--- src/rtl/cpu_pkg.sv ---
// Shared definitions for the multi-cycle RV32I subset core.
// Holds the main-control state encoding, the legal opcode constants and the
// datapath mux select encodings. ALU op codes live in defines.svh and are not
// repeated here.
package cpu_pkg;

  localparam int unsigned STATE_W  = 3;
  localparam int unsigned OPCODE_W = 7;

  // Main control FSM states; the encoding is visible on state_o for debug.
  typedef enum logic [STATE_W-1:0] {
    ST_IDLE   = 3'd0,
    ST_FETCH  = 3'd1,
    ST_DECODE = 3'd2,
    ST_EXEC   = 3'd3,
    ST_MEM    = 3'd4,
    ST_WB     = 3'd5,
    ST_TRAP   = 3'd6
  } state_e;

  localparam logic [OPCODE_W-1:0] OPC_RTYPE = 7'b0110011;
  localparam logic [OPCODE_W-1:0] OPC_IALU  = 7'b0010011;
  localparam logic [OPCODE_W-1:0] OPC_LOAD  = 7'b0000011;
  localparam logic [OPCODE_W-1:0] OPC_STORE = 7'b0100011;

  localparam logic ADDR_SEL_PC   = 1'b0;
  localparam logic ADDR_SEL_ALU  = 1'b1;
  localparam logic ALU_SRC_B_RS2 = 1'b0;
  localparam logic ALU_SRC_B_IMM = 1'b1;
  localparam logic WB_SEL_ALU    = 1'b0;
  localparam logic WB_SEL_MDR    = 1'b1;

  // True for the four opcodes this core executes.
  function automatic logic is_legal_opcode(input logic [OPCODE_W-1:0] opc);
    return (opc == OPC_RTYPE) || (opc == OPC_IALU) ||
           (opc == OPC_LOAD)  || (opc == OPC_STORE);
  endfunction

  // True for opcodes that need the data memory phase.
  function automatic logic is_mem_opcode(input logic [OPCODE_W-1:0] opc);
    return (opc == OPC_LOAD) || (opc == OPC_STORE);
  endfunction

endpackage

--- src/rtl/mc_ctrl.sv ---
// mc_ctrl: multi-cycle main control FSM.
// Sequences fetch, decode, execute, memory access and write-back over one
// shared memory port, and counts retired instructions.
//
// Ports:
//   clk_i, rst_ni       clock, asynchronous active-low reset
//   opcode_i            opcode of the latched instruction register
//   mem_ready_i         memory completes the current request this cycle
//   mem_req_o/mem_we_o  memory request / write strobe (held until ready)
//   addr_sel_o          memory address select (PC or ALU result register)
//   ir_we_o, pc_we_o    instruction register load, PC <- PC+4
//   alu_out_we_o        ALU result register load
//   alu_src_b_o         ALU operand B select (rs2 or immediate)
//   mdr_we_o            memory data register load
//   rf_we_o, wb_sel_o   register file write enable and source select
//   state_o             current state (debug)
//   instret_o           retired-instruction count, wraps
//   trap_o              illegal-instruction trap
//
// Build option: define MC_CTRL_TRAP_EN to trap on an illegal opcode; without
// it an illegal opcode retires nothing and behaves as a NOP.
//
// Control outputs are decoded from the current state and mem_ready_i, so a
// reset drops a pending memory request in the same cycle.
module mc_ctrl
  import cpu_pkg::*;
#(
  parameter int unsigned INSTRET_W = 32
) (
  input  logic                 clk_i,
  input  logic                 rst_ni,
  input  logic [OPCODE_W-1:0]  opcode_i,
  input  logic                 mem_ready_i,
  output logic                 mem_req_o,
  output logic                 mem_we_o,
  output logic                 addr_sel_o,
  output logic                 ir_we_o,
  output logic                 pc_we_o,
  output logic                 alu_out_we_o,
  output logic                 alu_src_b_o,
  output logic                 mdr_we_o,
  output logic                 rf_we_o,
  output logic                 wb_sel_o,
  output logic [STATE_W-1:0]   state_o,
  output logic [INSTRET_W-1:0] instret_o,
  output logic                 trap_o
);

  state_e                state_q, state_d;
  logic [INSTRET_W-1:0]  instret_q;
  logic                  retire;

  // State and retired-instruction counter.
  always_ff @(posedge clk_i or negedge rst_ni) begin
    if (!rst_ni) begin
      state_q   <= ST_IDLE;
      instret_q <= '0;
    end else begin
      state_q <= state_d;
      if (retire) begin
        instret_q <= instret_q + INSTRET_W'(1);
      end
    end
  end

  // Next state and control outputs.
  always_comb begin
    state_d      = state_q;
    retire       = 1'b0;
    mem_req_o    = 1'b0;
    mem_we_o     = 1'b0;
    addr_sel_o   = ADDR_SEL_PC;
    ir_we_o      = 1'b0;
    pc_we_o      = 1'b0;
    alu_out_we_o = 1'b0;
    alu_src_b_o  = ALU_SRC_B_RS2;
    mdr_we_o     = 1'b0;
    rf_we_o      = 1'b0;
    wb_sel_o     = WB_SEL_ALU;
    trap_o       = 1'b0;

    case (state_q)
      ST_IDLE: begin
        state_d = ST_FETCH;
      end

      ST_FETCH: begin
        mem_req_o  = 1'b1;
        addr_sel_o = ADDR_SEL_PC;
        if (mem_ready_i) begin
          ir_we_o = 1'b1;
          pc_we_o = 1'b1;
          state_d = ST_DECODE;
        end
      end

      ST_DECODE: begin
        if (is_legal_opcode(opcode_i)) begin
          state_d = ST_EXEC;
        end else begin
`ifdef MC_CTRL_TRAP_EN
          state_d = ST_TRAP;
`else
          state_d = ST_FETCH;
`endif
        end
      end

      ST_EXEC: begin
        alu_out_we_o = 1'b1;
        alu_src_b_o  = (opcode_i == OPC_RTYPE) ? ALU_SRC_B_RS2 : ALU_SRC_B_IMM;
        state_d      = is_mem_opcode(opcode_i) ? ST_MEM : ST_WB;
      end

      ST_MEM: begin
        mem_req_o  = 1'b1;
        addr_sel_o = ADDR_SEL_ALU;
        mem_we_o   = (opcode_i == OPC_STORE);
        if (mem_ready_i) begin
          if (opcode_i == OPC_STORE) begin
            retire  = 1'b1;
            state_d = ST_FETCH;
          end else begin
            mdr_we_o = 1'b1;
            state_d  = ST_WB;
          end
        end
      end

      ST_WB: begin
        rf_we_o  = 1'b1;
        wb_sel_o = (opcode_i == OPC_LOAD) ? WB_SEL_MDR : WB_SEL_ALU;
        retire   = 1'b1;
        state_d  = ST_FETCH;
      end

`ifdef MC_CTRL_TRAP_EN
      // Sticky until reset.
      ST_TRAP: begin
        trap_o = 1'b1;
      end
`endif

      default: begin
        state_d = ST_IDLE;
      end
    endcase
  end

  assign state_o   = state_q;
  assign instret_o = instret_q;

endmodule
--- config.mk ---
export PLATFORM = sky130hd
export DESIGN_NAME = mc_ctrl
export DESIGN_NICKNAME = d
export VERILOG_FILES = /design/src/rtl/cpu_pkg.sv /design/src/rtl/mc_ctrl.sv
export SDC_FILE = /design/constraint.sdc
export NUM_CORES = 1
export LEC_CHECK = 0
export BUFFER_PORTS_ARGS = -buffer_cell sky130_fd_sc_hd__buf_4
export CAP_MARGIN = 20
export CELL_PAD_IN_SITES_DETAIL_PLACEMENT = 2
export CELL_PAD_IN_SITES_GLOBAL_PLACEMENT = 2
export CORE_MARGIN = 2
export CORE_UTILIZATION = 31
export CTS_CLUSTER_SIZE = 10
export DETAILED_ROUTE_END_ITERATION = 16
export PLACE_DENSITY = 0.77
export SLEW_MARGIN = 5
export SYNTH_ARGS = -nofsm -noshare
export SYNTH_HDL_FRONTEND = slang
export SYNTH_SLANG_ARGS = --single-unit
--- constraint.sdc ---
create_clock -name clk_i -period 2.42 [get_ports clk_i]
set_input_delay 0.363 -clock clk_i [delete_from_list [all_inputs] [get_ports clk_i]]
set_output_delay 0.363 -clock clk_i [all_outputs]
set_load 0.05 [all_outputs]
=== After elaboration in Yosys (flattened, before gate mapping) ===
Cells that the tools add are included.

* Mux-type cells: 23
* Reductions and logical operators: 8
* Eq/ne operators: 11
* Add/sub/neg operators: 1

{| class="wikitable"
|+ Operator list
! kind !! number
|-
| adder 32 x 1 -> 32 bit, second input constant || 1
|-
| 2-to-1 mux 1 bit || 17
|-
| case mux 3 bit (5 select lines) || 1
|-
| equality test 7 x 6 -> 1 bit, second input constant || 2
|-
| 2-to-1 mux 3 bit || 3
|-
| equality test 7 x 2 -> 1 bit, second input constant || 1
|-
| equality test 7 x 5 -> 1 bit, second input constant || 1
|-
| equality test 3 x 2 -> 1 bit, second input constant || 2
|-
| equality test 3 bit, second input constant || 2
|-
| logical OR 1 bit || 4
|-
| inequality test 2 bit, second input constant || 2
|-
| OR reduction 2 bit || 2
|-
| equality test 3 x 1 -> 1 bit, second input constant || 1
|-
| logical NOT 3 bit || 1
|-
| 2-to-1 mux 2 bit || 1
|-
| case mux 1 bit (2 select lines) || 1
|-
| AND reduction 2 bit || 1
|}

* Flip-flop bits (word level): 35
* Input port bits: 10
* Output and inout bits: 46

=== Logic depth before layout (Yosys ltp) ===
Gate-level depths: netlist (run 1).

* Depth after elaboration: 6
* Gate-level depth with buffers: 6

=== Worst setup path before layout (run 1) ===
OpenSTA, ideal clock, no wires.

* Kind: flip-flop to output port
* Start: register state_q[0] (netlist: state_o[0])
* End: output port wb_sel_o
* Stages on the path, launching flop included: 4
* Buffers on the path: 1
* Path slack: -1.078 ns
* Arrival time: 3.135 ns
* Cells stage by stage: dfrtp_1 clkbuf_1 and2_1 nor4b_1

* Cells in the longest elaborated chain, start to end: 2

{| class="wikitable"
|+ RTL lines
! item !! RTL line !! text
|-
| from (decl) || mc_ctrl.sv:49 || <nowiki>state_e state_q, state_d;</nowiki>
|-
| from (signal assigned) || mc_ctrl.sv:59 || <nowiki>state_q <= state_d;</nowiki>
|-
| equality test 3 bit || mc_ctrl.sv:82 || <nowiki>case (state_q)</nowiki>
|-
| 2-to-1 mux 1 bit || mc_ctrl.sv:82 ||
|-
| to (decl) || mc_ctrl.sv:43 || <nowiki>output logic wb_sel_o,</nowiki>
|}

No other way between the ends.

=== Worst setup path in the final report (run 1) ===
* Start: register instret_q[5] (netlist: instret_o[5])
* End: register instret_q[30] (netlist: instret_o[30])

* Cells in the longest elaborated chain, start to end: 1

{| class="wikitable"
|+ RTL lines
! item !! RTL line !! text
|-
| from (decl) || mc_ctrl.sv:50 || <nowiki>logic [INSTRET_W-1:0] instret_q;</nowiki>
|-
| from (signal assigned) || mc_ctrl.sv:61 || <nowiki>instret_q <= instret_q + INSTRET_W'(1);</nowiki>
|-
| adder 32 x 1 -> 32 bit || mc_ctrl.sv:61 ||
|}

No other way between the ends.
A chain may end at the register's enable or synchronous reset.

==> run_results.csv, run 1 <==
group,metric,value,unit
setup_path,r2r_start,"instret_o[5]",
die,die_h,79.8,microns
run,maxCapViolations,0,
synthesis,synthesis.area,1780,sq um
clocking,holdBufCountCts,0,
clocking,post-cts-setup-buffer-count,0,
pwr,power.leakage,1.25,nW
outcome,status,"finished clean",
clocking,root_buffer,"clkbuf_8",
grt,grt_max_degree,36,
timing,min_period,2.11,ns
setup_path,cp-end-kind,"register",
timing,drv_slew,0,
synthesis,muxShareOfSynthArea,0.632,%
die,row_count,27,
clocking,cts_max_level,2,
layout,final_util,43.8,%
synthesis,synth_simple_gate_area_share,27.5,%
grt,antenna_found_initial,0,
detailed_routing,wl_per_cell,16.3,microns
setup_path,cp.required,2.63,ns
timing,rsz0062_at_grt,"no",
setup_path,crit_type,"reg2reg",
detailed_routing,drc,0,
synthesis,yosysSeqAreaShare,49.2,%
die,initial_core_util,32.2,%
synthesis,yosysWarnings,0,
grt,grt_pass1_vias,1652,
detailed_routing,antenna_left,0,
synthesis,synth_fa_ha_area_share,0.702,%
detailed_routing,vias,1521,
synthesis,synth-xor-area-share,15.2,%
pwr,ir_worst_vdd,0.717,mV
clocking,cts.sinks,35,
synthesis,ys_ff_latch,35,
synthesis,synth_nets,177,
setup_path,endpoint,"instret_o[30]",
layout,final_nets,238,
min_path,hold_class,"in2async",
synthesis,netlist.area_leader.share,49.2,%
placed_design,dp.cells,292,
timing,finalSetupViolCount,0,
detailed_routing,m1WireLength,2030,microns
setup_path,cp.arrival,2.32,ns
clocking,clkTransAtPathRegs,0.08,ns
detailed_routing,routed_wl,4890,microns
synthesis,synth_edf_count,0,
clocking,cts_tree,"built",
synthesis,synth-compound-area-share,4.21,%
pwr,total_power,0.00207,W
detailed_routing,highest-signal-layer,"met4",
grt,grt_pass1_wl,8290,microns
placed_design,hpwl,3760,microns
synthesis,yosysUniqueCellTypes,38,
synthesis,synth_top_family_by_area,"simple AND/OR/NAND/NOR gates",
synthesis,synth_area_per_cell,10.7,sq um
timing,timing.fmax,474,MHz
synthesis,async_flop_share,100,%
layout,drive_above_1_share,34.2,%
placed_design,port_buffers,54,
clocking,clock_path_buffers,2,
grt,overflow,0,
layout,instances_no_fill,300,
layout,syn_to_final_growth,36.3,%
clocking,post_cts_resized,0,
setup_path,crit_start,"instret_o[5]",
timing,hold_viol_final,0,
synthesis,synth_flop_cell,"dfrtp_1",
setup_path,cp_max_fo,6,
detailed_routing,first_iter_violations,58,
clocking,cts_buffers,5,
timing,post-route-period-util,87.2,%
synthesis,synth_top_area_cell,"dfrtp_1",
placed_design,gp_congestion,0.728,
clocking,clk_latency,0.29,ns
synthesis,synth_cells,166,
detailed_routing,dr_wl_met2,2530,microns
setup_path,r2r_cells,5,
setup_path,critPathLaunchType,"register",
die,io_pins,56,
die,die-area,6370,sq um
setup_path,ff2ff_setup_slack,0.31,ns
die,coreArea,5540,sq um
synthesis,synthTopCellsByArea,"dfrtp_1 (49%), xor2_1 (8.8%), xnor2_1 (6.4%)",
detailed_routing,vias_per_cell,5.07,
detailed_routing,wl_met3,274,microns
layout,n_antenna_cell,0,
detailed_routing,drt_first_pass_iters,4,
pwr,power_density,853,nW/um^2
grt,track_usage,16.6,%
setup_path,worstReg2RegEnd,"instret_o[30]",
die,die_w,79.8,microns
timing,fin_tns_setup,0,ns
timing,fin_skew,0.00785,ns
[worst min-delay path by stage]
stage                start            end  slack (ns)  cells past startpoint
CTS                 rst_ni  instret_o[21]        0.04                      1
finish              rst_ni  instret_o[22]        0.02                      1
floorplan           rst_ni   instret_o[0]        0.07                      0
detailed placement  rst_ni  instret_o[22]        0.35                      1
global route        rst_ni  instret_o[22]        0.05                      1
global placement    rst_ni  instret_o[22]        0.35                      1
[cells in the mapped netlist, types with 2 or more instances]
cell type   n
nor3_1      4
clkbuf_1    2
and3_1      7
dfrtp_1    35
xor2_1     18
xnor2_1    13
and4_1      3
nand4_1     5
buf_4       2
nor2_1     16
nor4b_1     2
inv_1       2
nand2_1    12
nand2b_1    3
nor2b_1     2
nand3_1    15
nand3b_1    2
and3b_1     2
a21oi_1     2
[flip-flops by register name, summed over array words and instances (netlist names)]
| signal | count |
|---|---|
| instret_o | 32 |
| state_o | 3 |
[worst max-delay path, cell delays in order (launching register included)]
cell and delay [ns]:
dfrtp_1 0.45, and4_1 0.27, nand4_1 0.14, or4_1 0.71
nor4_4 0.28, xor2_1 0.18
[layout by cell type (no fill, tap or decap), drive strengths merged]
cell / count
a31oi: 1
dfrtp: 35
and3: 7
mux2: 1
bufinv: 1
or4b: 1
ha: 1
and2: 1
nand4: 5
and3b: 2
nor4b: 3
conb: 1
nand2b: 3
or4: 1
o21ai: 1
xor2: 18
a311oi: 1
nor4: 3
nand3b: 2
a41o: 1
a41oi: 1
clkbuf: 6
nand3: 15
nor3: 4
a21o: 1
nand2: 12
xnor2: 13
clkinv: 1
inv: 2
a21oi: 2
nor3b: 2
nor2b: 2
buf: 59
nor2: 16
and4: 3
[power by group]
group          internal, W  switching [W]  total [W]  leakage [nW]
sequential        0.000638      0.0000875   0.000726         0.477
combinational     0.000251       0.000543   0.000794         0.716
clock             0.000333       0.000219   0.000552        0.0612
[per-stage QoR]
step	hold slack (ns)	instance area, sq um	worst slack [ns]
floorplan	0.0674	1810	-0.112
global placement	0.348	2310	0.216
detailed placement	0.349	2310	0.128
CTS	0.0355	2430	0.262
global route	0.0499	2430	0.168
finish	0.0216	2430	0.311
[layer usage]
metal	track usage (%)	up-vias
met2	29.7	48
met1	20.1	774
met4	4.58	0
met3	3.62	6
li1	-	693
met5	0	-
[layout make-up]
| class | count | area (sq um) |
|---|---|---|
| sequential | 35 | 876 |
| inverter | 2 | 7.51 |
| clock buffer | 6 | 82.6 |
| tap | 72 | 90.1 |
| timing repair buffer | 59 | 443 |
| multi-input combinational | 124 | 895 |
| clock inverter | 2 | 35.0 |
| fill | 603 | 3110 |
[logic make-up (layout without fill, tap and decap cells)]
group           after synthesis  after routing
fa+ha+maj                     1              1
xor+xnor                     31             31
compound gates                8              8
flops                        35             35
buf+inv                       7             69
other cells                   1              1
simple gates                 82             82
mux                           1              1
No activity file was read; power rests on OpenSTA's default activity.
==> run 2, diff against run 1 <==
- CORE_UTILIZATION: 31 -> 33
- CTS_CLUSTER_DIAMETER: default -> 60
- PLACE_DENSITY: 0.77 -> 0.81
- clock period: 2.42 -> 2.7 ns (I/O delays scaled with it)
==> run 2 against run 1 <==
  * Worst hold slack improved by 0.047 ns
  * Design area fell by 2.8%
  * Sequential power fell by 8.4%
  * Flip-flop and latch count did not move
  * Die area fell by 5.8%
  * Wire length rose by 0.98%
  * Global-route usage rose by 1.4 points
  * Cell count fell by 2.0%
==> run_results.csv, run 2 (synthesis results as in run 1) <==
group,metric,value,unit
clocking,post_cts_resized,0,
placed_design,port_buffers,54,
layout,drive_above_1_share,31.7,%
grt,overflow,0,
setup_path,cp_num_buf_inv,0,
clocking,cts_max_level,2,
setup_path,cp.required,2.91,ns
detailed_routing,routed_wl,4940,microns
outcome,status,"finished clean",
setup_path,max_stage_delay,0.74,ns
clocking,post-cts-setup-buffer-count,0,
setup_path,r2r_start,"instret_o[5]",
die,io_pins,56,
layout,design_area,2360,sq um
timing,timing.fmax,449,MHz
run,maxCapViolations,0,
timing,rsz0062_at_grt,"no",
setup_path,r2r_cells,5,
die,die-area,6000,sq um
clocking,clock_path_buffers,2,
detailed_routing,antenna_left,0,
timing,finalSetupViolCount,0,
grt,grtUsageMet2,31.0,%
layout,final_nets,234,
timing,min_period,2.23,ns
die,initial_core_util,34.4,%
detailed_routing,vias_per_cell,5.02,
timing,worst_slack,0.472,ns
setup_path,cp_max_fo,6,
grt,grt_max_degree,36,
detailed_routing,drt_first_pass_iters,4,
clocking,cts.sinks,35,
timing,holdWs,0.0685,ns
placed_design,placed_area,2260,sq um
detailed_routing,first_iter_violations,48,
die,die_w,77.5,microns
setup_path,ff2ff_setup_slack,0.47,ns
layout,largest_register_ffs,32,
setup_path,crit_family,"simple AND/OR/NAND/NOR gates",
min_path,hold_class,"in2async",
placed_design,pre_cts_ws,0.294,ns
clocking,holdBufCountCts,0,
layout,final_common_cell,"buf_4",
grt,top_usage_layer,"met2",
timing,fin_skew,0.00319,ns
layout,n_antenna_cell,0,
detailed_routing,drc,0,
setup_path,critPathLaunchType,"register",
detailed_routing,vias,1476,
grt,antenna_found_initial,0,
pwr,ir_worst_vdd,0.521,mV
setup_path,worstPathCellList,"and4_1, nand4_1, or4_1, nor3_1, xor2_1",
setup_path,crit_type,"reg2reg",
clocking,root_buffer,"clkbuf_8",
grt,met3_usage,5.00,%
setup_path,worstReg2RegEnd,"instret_o[26]",
timing,post-route-period-util,82.5,%
clocking,clk_latency,0.29,ns
placed_design,hpwl,3790,microns
layout,syn_to_final_growth,32.4,%
clocking,cts_buffers,5,
clocking,cts_tree,"built",
die,coreArea,5170,sq um
die,die_h,77.5,microns
grt,use_met1,22.2,%
clocking,clkTransAtPathRegs,0.07,ns
detailed_routing,wl_per_cell,16.8,microns
layout,final_util,45.6,%
pwr,power_density,739,nW/um^2
timing,drv_slew,0,
grt,track_usage,18.0,%
grt,grt_pass1_wl,8560,microns
setup_path,cp-end-kind,"register",
setup_path,cp_slowest_cell,"or4_1",
pwr,power.leakage,1.22,nW
timing,hold_viol_final,0,
grt,grt_pass1_vias,1619,
layout,final_cell_mix,"buf_4 (55), dfrtp_1 (35), xor2_1 (18), nor2_1 (16), nand3_1 (15)",
timing,fin_tns_setup,0,ns
die,row_count,26,
setup_path,cp.arrival,2.43,ns
placed_design,gp_congestion,0.788,
## run 2: layer usage
| metal | part of all wire, % | wire length, microns | up-vias |
|---|---|---|---|
| li1 | - | - | 693 |
| met1 | 43 | 2120 | 731 |
| met2 | 51 | 2500 | 47 |
| met3 | 5.7 | 279 | 5 |
| met4 | 0.83 | 41 | 0 |
| met5 | 0 | 0 | - |
## run 2: cell type report
| cell class | instances | area (sq um) |
|---|---|---|
| clock buffers | 8 | 100 |
| fillers | 566 | 2810 |
| inverters | 2 | 7.51 |
| multi-input cells | 124 | 876 |
| flip-flops and latches | 35 | 876 |
| well taps | 70 | 87.6 |
| repair buffers | 55 | 413 |
## run 2: metrics by stage
stage	total power [W]	cells
2_1_floorplan	0.00113	166
5_1_grt	0.00184	294
6_report	0.00174	294
4_1_cts	0.00177	294
3_5_place_dp	0.00134	286
3_3_place_gp	0.00133	286
## run 2: where the power goes
group | switching, W | internal, W | total (W)
clock | 0.000186 | 0.000233 | 0.000419
combinational | 0.000456 | 0.000204 | 0.000660
sequential | 0.0000931 | 0.000572 | 0.000665
total | 0.000736 | 0.00101 | 0.00174
## run 2: worst reg2reg max path, delay by kind of cell (launching register included)
kind	cells	cell delay (ns)
DFF	1	0.45
and+or+nand+nor	4	1.51
xor gates and xnor gates	1	0.19
## run 2: how the worst max path moves through the flow
stage | from | end | slack [ns] | depth (start not counted)
after floorplan | state_o[0] | wb_sel_o | -0.16 | 3
after global placement | opcode_i[2] | instret_o[30] | 0.39 | 6
after CTS | instret_o[5] | instret_o[28] | 0.44 | 5
after global routing | instret_o[5] | instret_o[26] | 0.29 | 5
final | instret_o[5] | instret_o[26] | 0.47 | 5
after detailed placement | opcode_i[2] | instret_o[28] | 0.29 | 6
